**src/rtl/fp_calc_sequencer.sv**
```systemverilog
// Command sequencer for the FP calculator: issues one operation at a time, waits for the
// result (fixed latency or divide finish/timeout), returns it on a response handshake. Optional stats: FP_SEQ_STATS_EN.
module fp_calc_sequencer #(
    parameter int unsigned FIXED_LAT      = 3,
    parameter int unsigned TIMEOUT_CYCLES = 64
) (
    input  logic        clk,
    input  logic        rst,
    input  logic        cmd_valid,
    output logic        cmd_ready,
    input  logic [1:0]  cmd_op,
    input  logic [31:0] cmd_a,
    input  logic [31:0] cmd_b,
    output logic [31:0] calc_a,
    output logic [31:0] calc_b,
    output logic [1:0]  calc_op,
    output logic        calc_en,
    input  logic [31:0] calc_out,
    input  logic        calc_finish,
    output logic        rsp_valid,
    input  logic        rsp_ready,
    output logic [31:0] rsp_data,
    output logic [1:0]  rsp_op,
    output logic        rsp_timeout,
    output logic        busy,
    output logic [15:0] stat_done,
    output logic [15:0] stat_timeout
);

    typedef enum logic [1:0] {S_IDLE, S_ISSUE, S_WAIT, S_RESP} state_t;

    localparam logic [7:0]  LAT_LAST = 8'(FIXED_LAT - 1);
    localparam logic [7:0]  TO_LAST  = 8'(TIMEOUT_CYCLES - 1);
    localparam logic [31:0] QNAN     = 32'h7FC0_0000;

    state_t      state_q;
    logic [7:0]  cnt_q;
    logic        arm_q;
    logic [31:0] calc_a_q, calc_b_q, rsp_data_q;
    logic [1:0]  calc_op_q, rsp_op_q;
    logic        calc_en_q, rsp_valid_q, rsp_timeout_q, busy_q;
    logic        is_div, div_done, rsp_hs;

    assign is_div    = (calc_op_q == 2'b11);
    assign div_done  = arm_q & calc_finish;
    assign rsp_hs    = rsp_valid_q & rsp_ready;

    assign cmd_ready   = (state_q == S_IDLE);
    assign calc_a      = calc_a_q;
    assign calc_b      = calc_b_q;
    assign calc_op     = calc_op_q;
    assign calc_en     = calc_en_q;
    assign rsp_valid   = rsp_valid_q;
    assign rsp_data    = rsp_data_q;
    assign rsp_op      = rsp_op_q;
    assign rsp_timeout = rsp_timeout_q;
    assign busy        = busy_q;

    always_ff @(posedge clk or posedge rst) begin
        if (rst) begin
            state_q       <= S_IDLE;
            cnt_q         <= '0;
            arm_q         <= 1'b0;
            calc_a_q      <= '0;
            calc_b_q      <= '0;
            calc_op_q     <= '0;
            calc_en_q     <= 1'b0;
            rsp_valid_q   <= 1'b0;
            rsp_data_q    <= '0;
            rsp_op_q      <= '0;
            rsp_timeout_q <= 1'b0;
            busy_q        <= 1'b0;
        end else begin
            case (state_q)
                S_IDLE: begin
                    if (cmd_valid) begin
                        calc_a_q  <= cmd_a;
                        calc_b_q  <= cmd_b;
                        calc_op_q <= cmd_op;
                        calc_en_q <= 1'b1;
                        busy_q    <= 1'b1;
                        state_q   <= S_ISSUE;
                    end
                end
                S_ISSUE: begin
                    cnt_q   <= '0;
                    arm_q   <= 1'b0;
                    state_q <= S_WAIT;
                end
                S_WAIT: begin
                    cnt_q <= cnt_q + 8'd1;
                    // A finish still high from the previous divide must drop once before it counts
                    if (!calc_finish) arm_q <= 1'b1;
                    if ((!is_div && cnt_q == LAT_LAST) || (is_div && div_done)) begin
                        rsp_data_q    <= calc_out;
                        rsp_timeout_q <= 1'b0;
                        rsp_op_q      <= calc_op_q;
                        rsp_valid_q   <= 1'b1;
                        calc_en_q     <= 1'b0;
                        state_q       <= S_RESP;
                    end else if (is_div && cnt_q == TO_LAST) begin
                        rsp_data_q    <= QNAN;
                        rsp_timeout_q <= 1'b1;
                        rsp_op_q      <= calc_op_q;
                        rsp_valid_q   <= 1'b1;
                        calc_en_q     <= 1'b0;
                        state_q       <= S_RESP;
                    end
                end
                S_RESP: begin
                    if (rsp_ready) begin
                        rsp_valid_q <= 1'b0;
                        busy_q      <= 1'b0;
                        state_q     <= S_IDLE;
                    end
                end
                default: state_q <= S_IDLE;
            endcase
        end
    end

`ifdef FP_SEQ_STATS_EN
    logic [15:0] stat_done_q, stat_timeout_q;

    always_ff @(posedge clk or posedge rst) begin
        if (rst) begin
            stat_done_q    <= '0;
            stat_timeout_q <= '0;
        end else if (rsp_hs) begin
            if (rsp_timeout_q) begin
                if (stat_timeout_q != '1) stat_timeout_q <= stat_timeout_q + 16'd1;
            end else begin
                if (stat_done_q != '1) stat_done_q <= stat_done_q + 16'd1;
            end
        end
    end

    assign stat_done    = stat_done_q;
    assign stat_timeout = stat_timeout_q;
`else
    logic unused_hs;
    assign unused_hs    = rsp_hs;
    assign stat_done    = '0;
    assign stat_timeout = '0;
`endif

endmodule

```
**config.mk**
```make
export PLATFORM = sky130hd
export DESIGN_NAME = fp_calc_sequencer
export DESIGN_NICKNAME = d
export VERILOG_FILES = /design/src/rtl/fp_calc_sequencer.sv
export SDC_FILE = /design/constraint.sdc
export NUM_CORES = 1
export LEC_CHECK = 0
export BUFFER_PORTS_ARGS = -buffer_cell sky130_fd_sc_hd__buf_4
export CORE_MARGIN = 10
export CORE_UTILIZATION = 49
export DETAILED_ROUTE_END_ITERATION = 7
export GPL_ROUTABILITY_DRIVEN = 1
export PLACE_DENSITY = 0.94
export SLEW_MARGIN = 20
export SYNTH_ARGS = -nofsm -noshare
export SYNTH_HDL_FRONTEND = slang
export SYNTH_SLANG_ARGS = --single-unit
```
**constraint.sdc**
```tcl
create_clock -name clk -period 6 [get_ports clk]
set_input_delay 0.6 -clock clk [delete_from_list [all_inputs] [get_ports clk]]
set_output_delay 0.6 -clock clk [all_outputs]
set_load 0.005 [all_outputs]
```
# Word-level counts from Yosys, hierarchy flattened
# Index checks and enable logic that the tools add are counted.
word_totals:
  register_bits: 115
  inputBits: 103
  out_inout_bits: 137
  wordCells: 64
classes:
  n_addsub: 1
  n_eq_ne: 10
  muxes: 22
  n_bitwise: 1
  n_reduce_logical: 18
ops:
  columns: ["cell", "n"]
  rows:
  - ["two-way mux 32 bit", 2]
  - ["case mux 8 bit (2 select lines)", 1]
  - ["two-way mux 2 bit", 6]
  - ["AND reduction 3 bit", 4]
  - ["nonzero test 2 bit", 5]
  - ["adder 8 x 1 -> 8 bit (second input constant)", 1]
  - ["== test 8 x 2 -> 1 bit (second input constant)", 1]
  - ["== test 8 x 6 -> 1 bit (second input constant)", 1]
  - ["two-way mux 1 bit", 8]
  - ["case mux 1 bit (2 select lines)", 4]
  - ["case mux 2 bit (4 select lines)", 1]
  - ["== test 2 bit (second input constant)", 3]
  - ["inequality test 2 bit (second input constant)", 3]
  - ["AND reduction 2 bit", 3]
  - ["logical AND 1 bit", 3]
  - ["inequality test 3 bit (second input constant)", 1]
  - ["== test 2 x 1 -> 1 bit (second input constant)", 1]
  - ["zero test 2 bit", 1]
  - ["bitwise AND 1 bit", 1]
  - ["zero test 1 bit", 1]
  - ["logical OR 1 bit", 1]

# Depth between registers and ports, before layout
# Gate-level depths: netlist (run 1).
depth:
  word_depth: 6
  mapped_depth: 7
  mapped_depth_nobuf: 6

# Worst setup path before layout (run 1)
# No wires, ideal clock.
synth_path:
  path_kind: "reg-to-reg"
  from: "reg cnt_q[0]"
  to: "reg state_q[1]"
  setup_ns: 0.128
  t_arrival_ns: 1.881
  required_ns: 5.872
  slack_ns: 3.991
  stages_incl_launch_ff: 7
  n_path_buf: 0
  synth_period_minus_slack_ns: 2.009
  path_cell_list: "dfrtp_1 -> inv_1 -> ha_1 -> or3b_2 -> o31a_1 -> a31oi_1 -> mux2_1"
synth_between:
  elab_chain_len: 5
  elab_cells_between_ends: 9
  cone_classes: "eq/ne (3); mux (2); reduce/logical (4)"
synth_rtl:
  columns: ["item", "line_no", "text"]
  rows:
  - ["start: declaration", "37", "logic [7:0] cnt_q;"]
  - ["start signal: assignment", "91", "cnt_q <= cnt_q + 8'd1;"]
  - ["== test 8 x 2 -> 1 bit", "94", "if ((!is_div && cnt_q == LAT_LAST) || (is_div && div_done)) begin"]
  - ["logical AND 1 bit", "94", null]
  - ["logical OR 1 bit", "94", null]
  - ["two-way mux 2 bit or inequality test 3 bit (tied branches)", null, null]
  - ["case mux 2 bit (4 select lines) or AND reduction 3 bit (tied branches)", null, null]
  - ["end signal: assignment", "82", "state_q <= S_ISSUE;"]
  - ["end signal: assignment", "100", "state_q <= S_RESP;"]
  - ["end signal: assignment", "107", "state_q <= S_RESP;"]
  - ["end: declaration", "36", "state_t state_q;"]
# Several ways; a longest one is shown, not always the timed one.
# A chain may end at the register's enable or synchronous reset.

# Worst setup path after layout (run 1)
layout_path:
  from: "reg state_q[0]"
  to: "reg rsp_op_q[0], in the netlist rsp_op[0]"
layout_between:
  elab_chain_len: 2
layout_rtl:
  columns: ["item", "line_no", "text"]
  rows:
  - ["start signal: assignment", "61", "state_q <= S_IDLE;"]
  - ["start signal: assignment", "82", null]
  - ["start signal: assignment", "88", "state_q <= S_WAIT;"]
  - ["== test 2 bit", "74", "case (state_q)"]
  - ["AND reduction 2 bit (no line)", null, null]
  - ["end signal: assignment", "97", "rsp_op_q <= calc_op_q;"]
  - ["end signal: assignment", "104", "rsp_op_q <= calc_op_q;"]
  - ["end: declaration", "40", "logic [1:0] calc_op_q, rsp_op_q;"]
# Every way passes these cells.

==> impl_metrics.prom, run 1 <==
# TYPE chip_impl_metric gauge
chip_impl_metric{name="count_of_flip_flops_with_a_built_in_enable_after_synthesis",unit=""} 0
chip_impl_metric{name="die_area",unit="µm²"} 14200
chip_impl_metric{name="dr.pass1.iters",unit=""} 4
chip_impl_metric{name="power_internal",unit="mW"} 2.74
chip_impl_metric{name="place_hpwl",unit="µm"} 10700
chip_impl_metric{name="dieWidth",unit="µm"} 119
chip_impl_info{name="worst_r2r_startpoint",value="state_q[0]"} 1
chip_impl_metric{name="power_density",unit="nW/µm²"} 557
chip_impl_metric{name="final_hold_viol_count",unit=""} 0
chip_impl_metric{name="r2r_slack",unit="ns"} 3.10
chip_impl_metric{name="p_comb_frac",unit=""} 0.364
chip_impl_metric{name="route.detailed.vias_per_inst",unit=""} 5.04
chip_impl_metric{name="buffers_added_on_ports",unit=""} 207
chip_impl_metric{name="synth.ff_latch_count",unit=""} 115
chip_impl_metric{name="drt-total-wl",unit="µm"} 14100
chip_impl_metric{name="clk_pin_slew",unit="ns"} 0.06
chip_impl_metric{name="cts_htree_levels",unit=""} 4
chip_impl_metric{name="critPathArrivalTime",unit="ns"} 3.29
chip_impl_metric{name="clock_power_share",unit=""} 0.280
chip_impl_metric{name="clock_tree.buffer_depth",unit=""} 2
chip_impl_metric{name="area.sequential",unit="µm²"} 2880
chip_impl_metric{name="min_tclk_post_route",unit="ns"} 2.90
chip_impl_metric{name="dieHeight",unit="µm"} 119
chip_impl_metric{name="groute.usage.overall",unit=""} 0.194
chip_impl_metric{name="post_cts.repair.setup_buffers",unit=""} 0
chip_impl_metric{name="ioPinCount",unit=""} 240
chip_impl_metric{name="worstRegToRegCells",unit=""} 6
chip_impl_metric{name="power.static_leakage",unit="nW"} 3.50
chip_impl_metric{name="asyncSetResetFlopFracSynth",unit=""} 1.00
chip_impl_info{name="layout_common_cells",value="buf_4, dfrtp_1, mux2_2, conb_1, a22o_1"} 1
chip_impl_metric{name="fin_tns_setup",unit="ns"} 0
chip_impl_metric{name="grt_pass1_wl",unit="µm"} 21900
chip_impl_metric{name="drt_first_iter_violations",unit=""} 297
chip_impl_metric{name="count_of_inserted_antenna_diode_cells",unit=""} 0
chip_impl_metric{name="post-route-drc-count",unit=""} 0
chip_impl_metric{name="max_freq",unit="GHz"} 0.345
chip_impl_info{name="tritoncts",value="built"} 1
chip_impl_info{name="cts_root_buffer",value="clkbuf_8"} 1
chip_impl_info{name="critPathCaptureType",value="register"} 1
chip_impl_metric{name="overflow",unit=""} 0
chip_impl_metric{name="initial_antenna_violation_count",unit=""} 0
chip_impl_metric{name="yosys.cell_types.count",unit=""} 37
chip_impl_metric{name="placed_cells_incl_taps",unit=""} 687
chip_impl_info{name="crit_type",value="register to register"} 1
chip_impl_metric{name="totalPowerFinal",unit="mW"} 3.89
chip_impl_metric{name="rd_place_congestion",unit=""} 0.892
chip_impl_metric{name="n_fill_cell",unit=""} 621
chip_impl_info{name="most_frequent_standard_cell_in_the_layout_excluding_fill_and_tap_cells",value="buf_4"} 1
chip_impl_metric{name="p_switching",unit="mW"} 1.15
chip_impl_metric{name="final-max-slew-violation-count",unit=""} 0
chip_impl_metric{name="design.core.area",unit="µm²"} 9680
chip_impl_metric{name="nets",unit=""} 682
chip_impl_metric{name="worst_path_maximum_fanout",unit=""} 35
chip_impl_metric{name="postLayoutSetupSlackWorst",unit="ns"} 3.10
chip_impl_metric{name="avgRoutedWirePerCell",unit="µm"} 19.6
chip_impl_metric{name="sequentialPowerShare",unit=""} 0.356
chip_impl_metric{name="hold_buffers",unit=""} 0
chip_impl_metric{name="worst_ep_required_time",unit="ns"} 6.39
chip_impl_metric{name="vias",unit=""} 3624
chip_impl_metric{name="detailedPlace.worstSlack",unit="ns"} 3.17
chip_impl_metric{name="via_count_of_the_first_global_routing_pass",unit=""} 4036
chip_impl_metric{name="clock_latency",unit="ns"} 0.52
chip_impl_info{name="hp-class",value="primary input to asynchronous set/reset pin"} 1
chip_impl_metric{name="initial_util",unit=""} 0.497
chip_impl_metric{name="ctsResizeCount",unit=""} 0
chip_impl_metric{name="max-slew-margin-rel",unit=""} 0.318
chip_impl_info{name="critical_path_startpoint_category",value="register"} 1
chip_impl_metric{name="avgSynthCellArea",unit="µm²"} 13.3
chip_impl_metric{name="multi_input_area",unit="µm²"} 1670
chip_impl_info{name="status",value="complete, no violations"} 1
chip_impl_info{name="rr_endpoint",value="rsp_op[0]"} 1
chip_impl_metric{name="antenna_left",unit=""} 0
chip_impl_metric{name="post_synth_inst_count",unit=""} 362
chip_impl_info{name="rsz0062_at_grt",value="false"} 1
chip_impl_metric{name="post_route_cells_drive_above_1_share",unit=""} 0.529
chip_impl_metric{name="cts_num_sinks",unit=""} 115
chip_impl_metric{name="final_area",unit="µm²"} 6990
chip_impl_metric{name="layout-area-overhead-vs-synth",unit="%"} 45.4
chip_impl_metric{name="mappedNetlistArea",unit="µm²"} 4810
chip_impl_metric{name="netSwitchingFraction",unit=""} 0.296
chip_impl_metric{name="tritoncts.num_buffers",unit=""} 17
chip_impl_metric{name="tightest_slew",unit="ns"} 1.02
chip_impl_info{name="most_common_flop_cell_mapped_by_yosys",value="dfrtp_1"} 1
chip_impl_metric{name="place_area",unit="µm²"} 6350
chip_impl_metric{name="report.final.setup_viol",unit=""} 0
chip_impl_metric{name="layout_worst_path_cycle_share",unit=""} 0.484
chip_impl_metric{name="ys_seq_area_frac",unit=""} 0.598
chip_impl_metric{name="std_cell_rows",unit=""} 36
chip_impl_metric{name="ys_warn_count",unit=""} 0
chip_impl_metric{name="post_layout_nonfiller_instances",unit=""} 719
chip_impl_metric{name="ir_worst_vdd",unit="V"} 0.000275
chip_impl_metric{name="skew",unit="ns"} 0.00719
chip_impl_metric{name="grt_start_max_net_pins",unit=""} 66
chip_impl_metric{name="cap_violations",unit=""} 0
synthesized netlist by cell type, types with 5 or more instances:
cell type,instances,share of area
buf_4,33,0.052
inv_1,18,0.014
nand2_1,12,0.0094
ha_1,6,0.016
nor3_1,10,0.010
a21oi_1,14,0.015
clkbuf_1,11,0.0086
nor2_1,5,0.0039
dfrtp_1,115,0.60
mux2_2,66,0.15
o21ai_0,7,0.0073
a22o_1,24,0.044
kinds of logic after synthesis:
| kind of cell | count (synthesis) | share of synthesized area |
|---|---|---|
| compound gates | 55 | 0.0851 |
| xor+xnor | 2 | 0.00364 |
| fa+ha+maj | 6 | 0.0156 |
| buf+inv | 66 | 0.0809 |
| flops | 115 | 0.598 |
| mux | 69 | 0.162 |
| other cells | 1 | 0.000780 |
| simple gates | 48 | 0.0541 |
cell type report:
class	count	area share
clock buffer	23	0.0668
clock inverter	9	0.0251
inverter	18	0.0100
multi-input combinational	212	0.238
sequential	115	0.412
tap	133	0.0238
timing repair buffer	209	0.224
critical path, stage by stage (launching register included):
cell and delay, ns:
dfrtp_1 0.39, inv_1 0.08, ha_1 0.34, inv_1 0.47
o32ai_4 0.40, nor2_4 0.70, mux2_1 0.39
through the flow:
stage / hold slack, ns / util
after floorplan: 0.489 / -
after global placement: 0.483 / 0.655
after detailed placement: 0.487 / 0.656
after CTS: 0.205 / 0.722
after global routing: 0.232 / 0.722
final: 0.200 / 0.722
registers in the layout, summed over array words and instances (netlist names), 2 cells and up:
signal    flops
calc_a       32
calc_b       32
calc_op       2
cnt_q         8
rsp_data     32
rsp_op        2
state_q       2
power groups by stage:
stage / combinational (mW) / clock [mW] / sequential (mW)
2_1_floorplan: 0.633 / 0 / 1.37
3_3_place_gp: 1.36 / 0 / 1.36
3_5_place_dp: 1.43 / 0 / 1.39
4_1_cts: 1.44 / 1.10 / 1.39
5_1_grt: 1.55 / 1.14 / 1.43
6_report: 1.42 / 1.09 / 1.39
routing by layer:
| metal | part of all wire | routed length (µm) | track usage |
|---|---|---|---|
| met5 | 0 | 0 | 0 |
| met4 | 0.0074 | 105 | 0.0519 |
| met3 | 0.14 | 1960 | 0.128 |
| met2 | 0.50 | 7020 | 0.330 |
| met1 | 0.36 | 5020 | 0.191 |
worst max path at each step:
stage | start | endpoint | cells past startpoint
after floorplan | rst | arm_q | 1
after global placement | state_q[0] | rsp_op[0] | 6
after detailed placement | state_q[0] | rsp_op[0] | 6
after CTS | state_q[0] | rsp_op[0] | 6
after global routing | state_q[0] | rsp_op[0] | 6
final | state_q[0] | rsp_op[0] | 6
Power figures use the tool's default switching activity.
==> inputs of run 2 (changes only) <==
- CORE_UTILIZATION: 49 -> 41
- PLACE_DENSITY: 0.94 -> 0.85
- clock period: 6 -> 2.4 ns (I/O delays scaled with it)
==> impl_metrics.prom, run 2 (synthesis gave the netlist of run 1 again) <==
# TYPE chip_impl_metric gauge
chip_impl_info{name="status",value="complete, no violations"} 1
chip_impl_info{name="crit_type",value="register to register"} 1
chip_impl_info{name="hp-class",value="primary input to register"} 1
chip_impl_metric{name="cap_violations",unit=""} 0
chip_impl_info{name="tritoncts",value="built"} 1
chip_impl_metric{name="drt_first_iter_violations",unit=""} 158
chip_impl_metric{name="initial_antenna_violation_count",unit=""} 0
chip_impl_metric{name="dieWidth",unit="µm"} 128
chip_impl_info{name="critical_path.cell_chain",value="inv_1 -> ha_1 -> or3b_2 -> o31a_1 -> a31oi_1 -> mux2_1"} 1
chip_impl_metric{name="power_density",unit="nW/µm²"} 1350
chip_impl_metric{name="rd_place_congestion",unit=""} 0.839
chip_impl_metric{name="n_fill_cell",unit=""} 869
chip_impl_metric{name="clock_latency",unit="ns"} 0.41
chip_impl_metric{name="via_count_of_the_first_global_routing_pass",unit=""} 3954
chip_impl_metric{name="vias",unit=""} 3595
chip_impl_metric{name="clock_tree.buffer_depth",unit=""} 2
chip_impl_metric{name="max_freq",unit="GHz"} 0.459
chip_impl_metric{name="postLayoutCoreUtil",unit=""} 0.618
chip_impl_metric{name="groute.usage.overall",unit=""} 0.155
chip_impl_info{name="critPathCaptureType",value="register"} 1
chip_impl_info{name="critPathSlowestCell",value="or3b_2"} 1
chip_impl_metric{name="cts_num_sinks",unit=""} 115
chip_impl_metric{name="route.detailed.vias_per_inst",unit=""} 4.88
chip_impl_metric{name="skew",unit="ns"} 0.00494
chip_impl_metric{name="buffers_added_on_ports",unit=""} 207
chip_impl_metric{name="clk_pin_slew",unit="ns"} 0.05
chip_impl_metric{name="std_cell_rows",unit=""} 39
chip_impl_info{name="most_frequent_standard_cell_in_the_layout_excluding_fill_and_tap_cells",value="buf_4"} 1
chip_impl_metric{name="ir_worst_vdd",unit="V"} 0.000796
chip_impl_metric{name="initial_util",unit=""} 0.419
chip_impl_metric{name="critPathArrivalTime",unit="ns"} 2.46
chip_impl_metric{name="place_hpwl",unit="µm"} 10400
chip_impl_metric{name="dieHeight",unit="µm"} 128
chip_impl_metric{name="post_cts.repair.setup_buffers",unit=""} 0
chip_impl_metric{name="cts_htree_levels",unit=""} 4
chip_impl_metric{name="worst_ep_required_time",unit="ns"} 2.68
chip_impl_metric{name="layout_worst_path_cycle_share",unit=""} 0.909
chip_impl_metric{name="tightest_slew",unit="ns"} 0.779
chip_impl_metric{name="die_area",unit="µm²"} 16500
chip_impl_metric{name="report.final.setup_viol",unit=""} 0
chip_impl_info{name="critical_path_startpoint_category",value="register"} 1
chip_impl_metric{name="grt_start_max_net_pins",unit=""} 46
chip_impl_metric{name="drt-total-wl",unit="µm"} 13200
chip_impl_metric{name="final-max-slew-violation-count",unit=""} 0
chip_impl_info{name="layout_common_cells",value="buf_4, dfrtp_1, mux2_2, conb_1, a22o_1"} 1
chip_impl_metric{name="min_tclk_post_route",unit="ns"} 2.18
chip_impl_metric{name="tritoncts.num_buffers",unit=""} 17
chip_impl_metric{name="postLayoutSetupSlackWorst",unit="ns"} 0.219
chip_impl_metric{name="detailedPlace.worstSlack",unit="ns"} -0.0242
chip_impl_metric{name="ioPinCount",unit=""} 240
chip_impl_metric{name="nets",unit=""} 691
chip_impl_metric{name="max-slew-margin-rel",unit=""} 0.480
chip_impl_metric{name="avgRoutedWirePerCell",unit="µm"} 17.9
chip_impl_metric{name="layout-area-overhead-vs-synth",unit="%"} 47.4
chip_impl_metric{name="dr.pass1.iters",unit=""} 4
chip_impl_metric{name="post-route-drc-count",unit=""} 0
chip_impl_metric{name="count_of_inserted_antenna_diode_cells",unit=""} 0
chip_impl_metric{name="critical-path-max-stage-delay",unit="ns"} 0.44
chip_impl_metric{name="final_hold_viol_count",unit=""} 0
chip_impl_info{name="cts_root_buffer",value="clkbuf_16"} 1
chip_impl_metric{name="worst_path_maximum_fanout",unit=""} 4
chip_impl_metric{name="design.core.area",unit="µm²"} 11500
chip_impl_metric{name="post_route_cells_drive_above_1_share",unit=""} 0.539
chip_impl_metric{name="grt_pass1_wl",unit="µm"} 20300
chip_impl_metric{name="power.static_leakage",unit="nW"} 3.54
chip_impl_metric{name="overflow",unit=""} 0
chip_impl_metric{name="antenna_left",unit=""} 0
chip_impl_info{name="rsz0062_at_grt",value="false"} 1
==> run 2: path summary, 6_finish.rpt <==
path / startpoint / endpoint / slack (ns) / cells past startpoint
max: cnt_q[0] / state_q[1] / 0.22 / 6
min: calc_out[10] / rsp_data[10] / 0.06 / 2
max reg2reg: cnt_q[0] / state_q[1] / 0.22 / 6
min reg2reg: rsp_data[21] / rsp_data[21] / 0.50 / 1
max in group asynchronous: rst / busy / 1.17 / 4
min in group asynchronous: rst / calc_a[5] / 0.56 / 3
==> run 2: per-stage QoR <==
step	hold slack (ns)	setup TNS, ns	power, mW	std cells	area, µm²
floorplan	0.380	0	5.02	393	4930
detailed placement	0.420	-0.0694	7.08	705	6460
finish	0.0561	0	9.54	737	7090
CTS	0.0292	0	9.70	737	7090
global placement	0.417	0	6.89	705	6460
global route	0.0352	0	10.1	737	7090
==> run 2: worst max-delay path: cells and delay by family (launching register included) <==
family	cells	cell delay, ns
AOI/OAI and AO/OA	2	0.56
and+or+nand+nor	1	0.44
DFF	1	0.40
muxes	1	0.35
adders and majority gates	1	0.19
buffers and inverters	1	0.11
==> run 2: final cells by class <==
type | instances | area, µm² | area share
clock inverter | 7 | 95.1 | 0.0134
clock buffer | 24 | 522 | 0.0736
timing repair buffer | 218 | 1680 | 0.237
multi-input combinational | 212 | 1670 | 0.235
tap | 143 | 179 | 0.0252
inverter | 18 | 71.3 | 0.0101
sequential | 115 | 2880 | 0.406
==> run 2: power breakdown <==
group | total, mW | switching [mW] | leakage, nW | internal (mW)
combinational | 3.56 | 1.41 | 1.87 | 2.16
sequential | 3.43 | 0.549 | 1.37 | 2.88
clock | 2.55 | 0.839 | 0.293 | 1.71
==> run 2: repair_timing <==
action,4_1_cts,5_1_grt
endpoints found under the setup margin,4,0
hold buffers,1,0
gates resized for setup,1,0
hold endpoints to repair,33,0
==> run 2: routing by layer <==
| metal | routed length, µm | part of all wire | track usage | vias up |
|---|---|---|---|---|
| met3 | 1790 | 0.14 | 0.0980 | 16 |
| met5 | 0 | 0 | 0 | - |
| met4 | 170 | 0.013 | 0.0629 | 0 |
| li1 | - | - | - | 1651 |
| met1 | 4630 | 0.35 | 0.152 | 1757 |
| met2 | 6630 | 0.50 | 0.257 | 171 |
==> inputs of run 3 (changes only) <==
--- a/config.mk
+++ b/config.mk
@@ -10,2 +10,3 @@
 export CORE_UTILIZATION = 41
+export CTS_CLUSTER_SIZE = 30
 export DETAILED_ROUTE_END_ITERATION = 7
==> constraint.sdc (replaced) <==
create_clock -name clk -period 2.4 [get_ports clk]
set_input_delay 0.48 -clock clk [delete_from_list [all_inputs] [get_ports clk]]
set_output_delay 0.48 -clock clk [all_outputs]
set_load 0.005 [all_outputs]
==> impl_metrics.prom, run 3 (synthesis gave the netlist of run 1 again) <==
# TYPE chip_impl_metric gauge
chip_impl_metric{name="initial_antenna_violation_count",unit=""} 0
chip_impl_metric{name="post_route_cells_drive_above_1_share",unit=""} 0.543
chip_impl_metric{name="fin_tns_setup",unit="ns"} 0
chip_impl_metric{name="tritoncts.num_buffers",unit=""} 17
chip_impl_metric{name="tightest_slew",unit="ns"} 0.597
chip_impl_metric{name="postLayoutCoreUtil",unit=""} 0.626
chip_impl_metric{name="via_count_of_the_first_global_routing_pass",unit=""} 4029
chip_impl_metric{name="ctsResizeCount",unit=""} 1
chip_impl_metric{name="rd_place_congestion",unit=""} 0.820
chip_impl_metric{name="totalPowerFinal",unit="mW"} 9.89
chip_impl_info{name="layout_common_cells",value="buf_4, dfrtp_1, mux2_2, conb_1, a22o_1"} 1
chip_impl_metric{name="avgRoutedWirePerCell",unit="µm"} 18.3
chip_impl_metric{name="cts_num_sinks",unit=""} 115
chip_impl_metric{name="placed_cells_incl_taps",unit=""} 713
chip_impl_metric{name="dr.pass1.iters",unit=""} 4
chip_impl_metric{name="clock_latency",unit="ns"} 0.41
chip_impl_metric{name="grt_pass1_wl",unit="µm"} 21300
chip_impl_metric{name="route.detailed.vias_per_inst",unit=""} 4.86
chip_impl_metric{name="detailedPlace.worstSlack",unit="ns"} -0.0129
chip_impl_metric{name="clk_pin_slew",unit="ns"} 0.05
chip_impl_info{name="critical_path_startpoint_category",value="register"} 1
chip_impl_metric{name="max_freq",unit="GHz"} 0.461
chip_impl_info{name="crit_type",value="register to register"} 1
chip_impl_metric{name="initial_util",unit=""} 0.419
chip_impl_metric{name="final_hold_viol_count",unit=""} 0
chip_impl_metric{name="area.sequential",unit="µm²"} 2880
chip_impl_metric{name="count_of_inserted_antenna_diode_cells",unit=""} 0
chip_impl_metric{name="layout_worst_path_cycle_share",unit=""} 0.903
chip_impl_metric{name="die_area",unit="µm²"} 16500
chip_impl_metric{name="ir_worst_vdd",unit="V"} 0.000852
chip_impl_metric{name="post-route-drc-count",unit=""} 0
chip_impl_metric{name="std_cell_rows",unit=""} 39
chip_impl_metric{name="design.core.area",unit="µm²"} 11500
chip_impl_metric{name="nets",unit=""} 698
chip_impl_info{name="timing.critical_path.to",value="state_q[1]"} 1
chip_impl_metric{name="postLayoutSetupSlackWorst",unit="ns"} 0.232
chip_impl_metric{name="max-slew-margin-rel",unit=""} 0.601
chip_impl_metric{name="place_hpwl",unit="µm"} 10400
chip_impl_metric{name="clock_tree.buffer_depth",unit=""} 2
chip_impl_metric{name="cts_htree_levels",unit=""} 4
chip_impl_metric{name="drt_first_iter_violations",unit=""} 140
chip_impl_metric{name="hold_buffers",unit=""} 0
chip_impl_metric{name="report.final.setup_viol",unit=""} 0
chip_impl_metric{name="groute.usage.overall",unit=""} 0.162
chip_impl_metric{name="cap_violations",unit=""} 0
chip_impl_metric{name="place_area",unit="µm²"} 6500
chip_impl_info{name="rr_endpoint",value="state_q[1]"} 1
chip_impl_metric{name="vias",unit=""} 3621
chip_impl_info{name="status",value="complete, no violations"} 1
chip_impl_metric{name="r2r_slack",unit="ns"} 0.23
chip_impl_metric{name="post_layout_nonfiller_instances",unit=""} 745
chip_impl_metric{name="power.static_leakage",unit="nW"} 3.60
chip_impl_metric{name="skew",unit="ns"} 0.00443
chip_impl_metric{name="final_hold_slack",unit="ns"} 0.191
chip_impl_metric{name="multi_input_area",unit="µm²"} 1670
chip_impl_metric{name="layout-area-overhead-vs-synth",unit="%"} 49.2
chip_impl_metric{name="power_density",unit="nW/µm²"} 1380
chip_impl_info{name="rsz0062_at_grt",value="false"} 1
chip_impl_metric{name="grt_start_max_net_pins",unit=""} 77
chip_impl_metric{name="buffers_added_on_ports",unit=""} 207
chip_impl_metric{name="worst_ep_required_time",unit="ns"} 2.69
chip_impl_info{name="critPathCaptureType",value="register"} 1
chip_impl_metric{name="worstRegToRegCells",unit=""} 6
chip_impl_metric{name="critPathArrivalTime",unit="ns"} 2.45
chip_impl_metric{name="drt-total-wl",unit="µm"} 13600
chip_impl_metric{name="final-max-slew-violation-count",unit=""} 0
chip_impl_metric{name="ioPinCount",unit=""} 240
chip_impl_metric{name="final_area",unit="µm²"} 7170
chip_impl_info{name="most_frequent_standard_cell_in_the_layout_excluding_fill_and_tap_cells",value="buf_4"} 1
chip_impl_info{name="hp-class",value="primary input to asynchronous set/reset pin"} 1
chip_impl_metric{name="dieHeight",unit="µm"} 128
chip_impl_metric{name="post_cts.repair.setup_buffers",unit=""} 0
chip_impl_info{name="tritoncts",value="built"} 1
chip_impl_metric{name="min_tclk_post_route",unit="ns"} 2.17
chip_impl_metric{name="n_fill_cell",unit=""} 860
chip_impl_metric{name="worst_path_maximum_fanout",unit=""} 4
chip_impl_metric{name="overflow",unit=""} 0
chip_impl_info{name="worst_r2r_startpoint",value="cnt_q[0]"} 1
chip_impl_info{name="cts_root_buffer",value="clkbuf_16"} 1
chip_impl_info{name="setup.worst_path.start",value="cnt_q[0]"} 1
chip_impl_metric{name="antenna_left",unit=""} 0
chip_impl_metric{name="dieWidth",unit="µm"} 128
## run 3: cell types whose count changed in the layout (fill, tap and decap cells not counted), sizes merged
| cell | previous run | this run |
|---|---|---|
| buf | 217 | 225 |
| bufinv | 2 | 6 |
| clkinv | 1 | 5 |
| clkinvlp | 5 | 1 |
| clkbuf | 24 | 21 |
| dlygate4sd3 | 1 | 0 |
## run 3: routing by layer
layer,global-route usage,vias up,wire length (µm)
li1,-,1671,-
met1,0.159,1764,4700
met2,0.274,167,6940
met3,0.0943,19,1750
met4,0.0662,0,221
met5,0,-,0
## run 3: worst min-delay path by stage
stage	cells after the start	from	slack [ns]	endpoint
floorplan	1	rsp_op[0]	0.49	rsp_op[0]
global placement	1	rsp_data[17]	0.48	rsp_data[17]
detailed placement	1	rsp_data[20]	0.48	rsp_data[20]
CTS	3	rst	0.21	cnt_q[3]
global route	3	rst	0.22	calc_a[26]
finish	3	rst	0.19	calc_a[5]
## run 3: where the power goes
| part | switching (mW) | internal (mW) |
|---|---|---|
| clock | 0.843 | 1.99 |
| sequential | 0.560 | 2.88 |
| combinational | 1.41 | 2.20 |
| total | 2.81 | 7.07 |
## run 3: worst max-delay path, cell delays in order (launching register included)
cell and delay (ns):
dfrtp_1 0.41, inv_1 0.10, ha_1 0.19, or3b_2 0.45, o31a_1 0.31, a31oi_1 0.24, mux2_1 0.35
## run 3: area by class of cell
| type | instances | area share |
|---|---|---|
| Sequential cell | 115 | 0.401 |
| Timing Repair Buffer | 225 | 0.239 |
| Multi-Input combinational cell | 212 | 0.232 |
| Clock buffer | 21 | 0.0642 |
| Clock inverter | 11 | 0.0286 |
| Tap cell | 143 | 0.0249 |
| Inverter | 18 | 0.00994 |
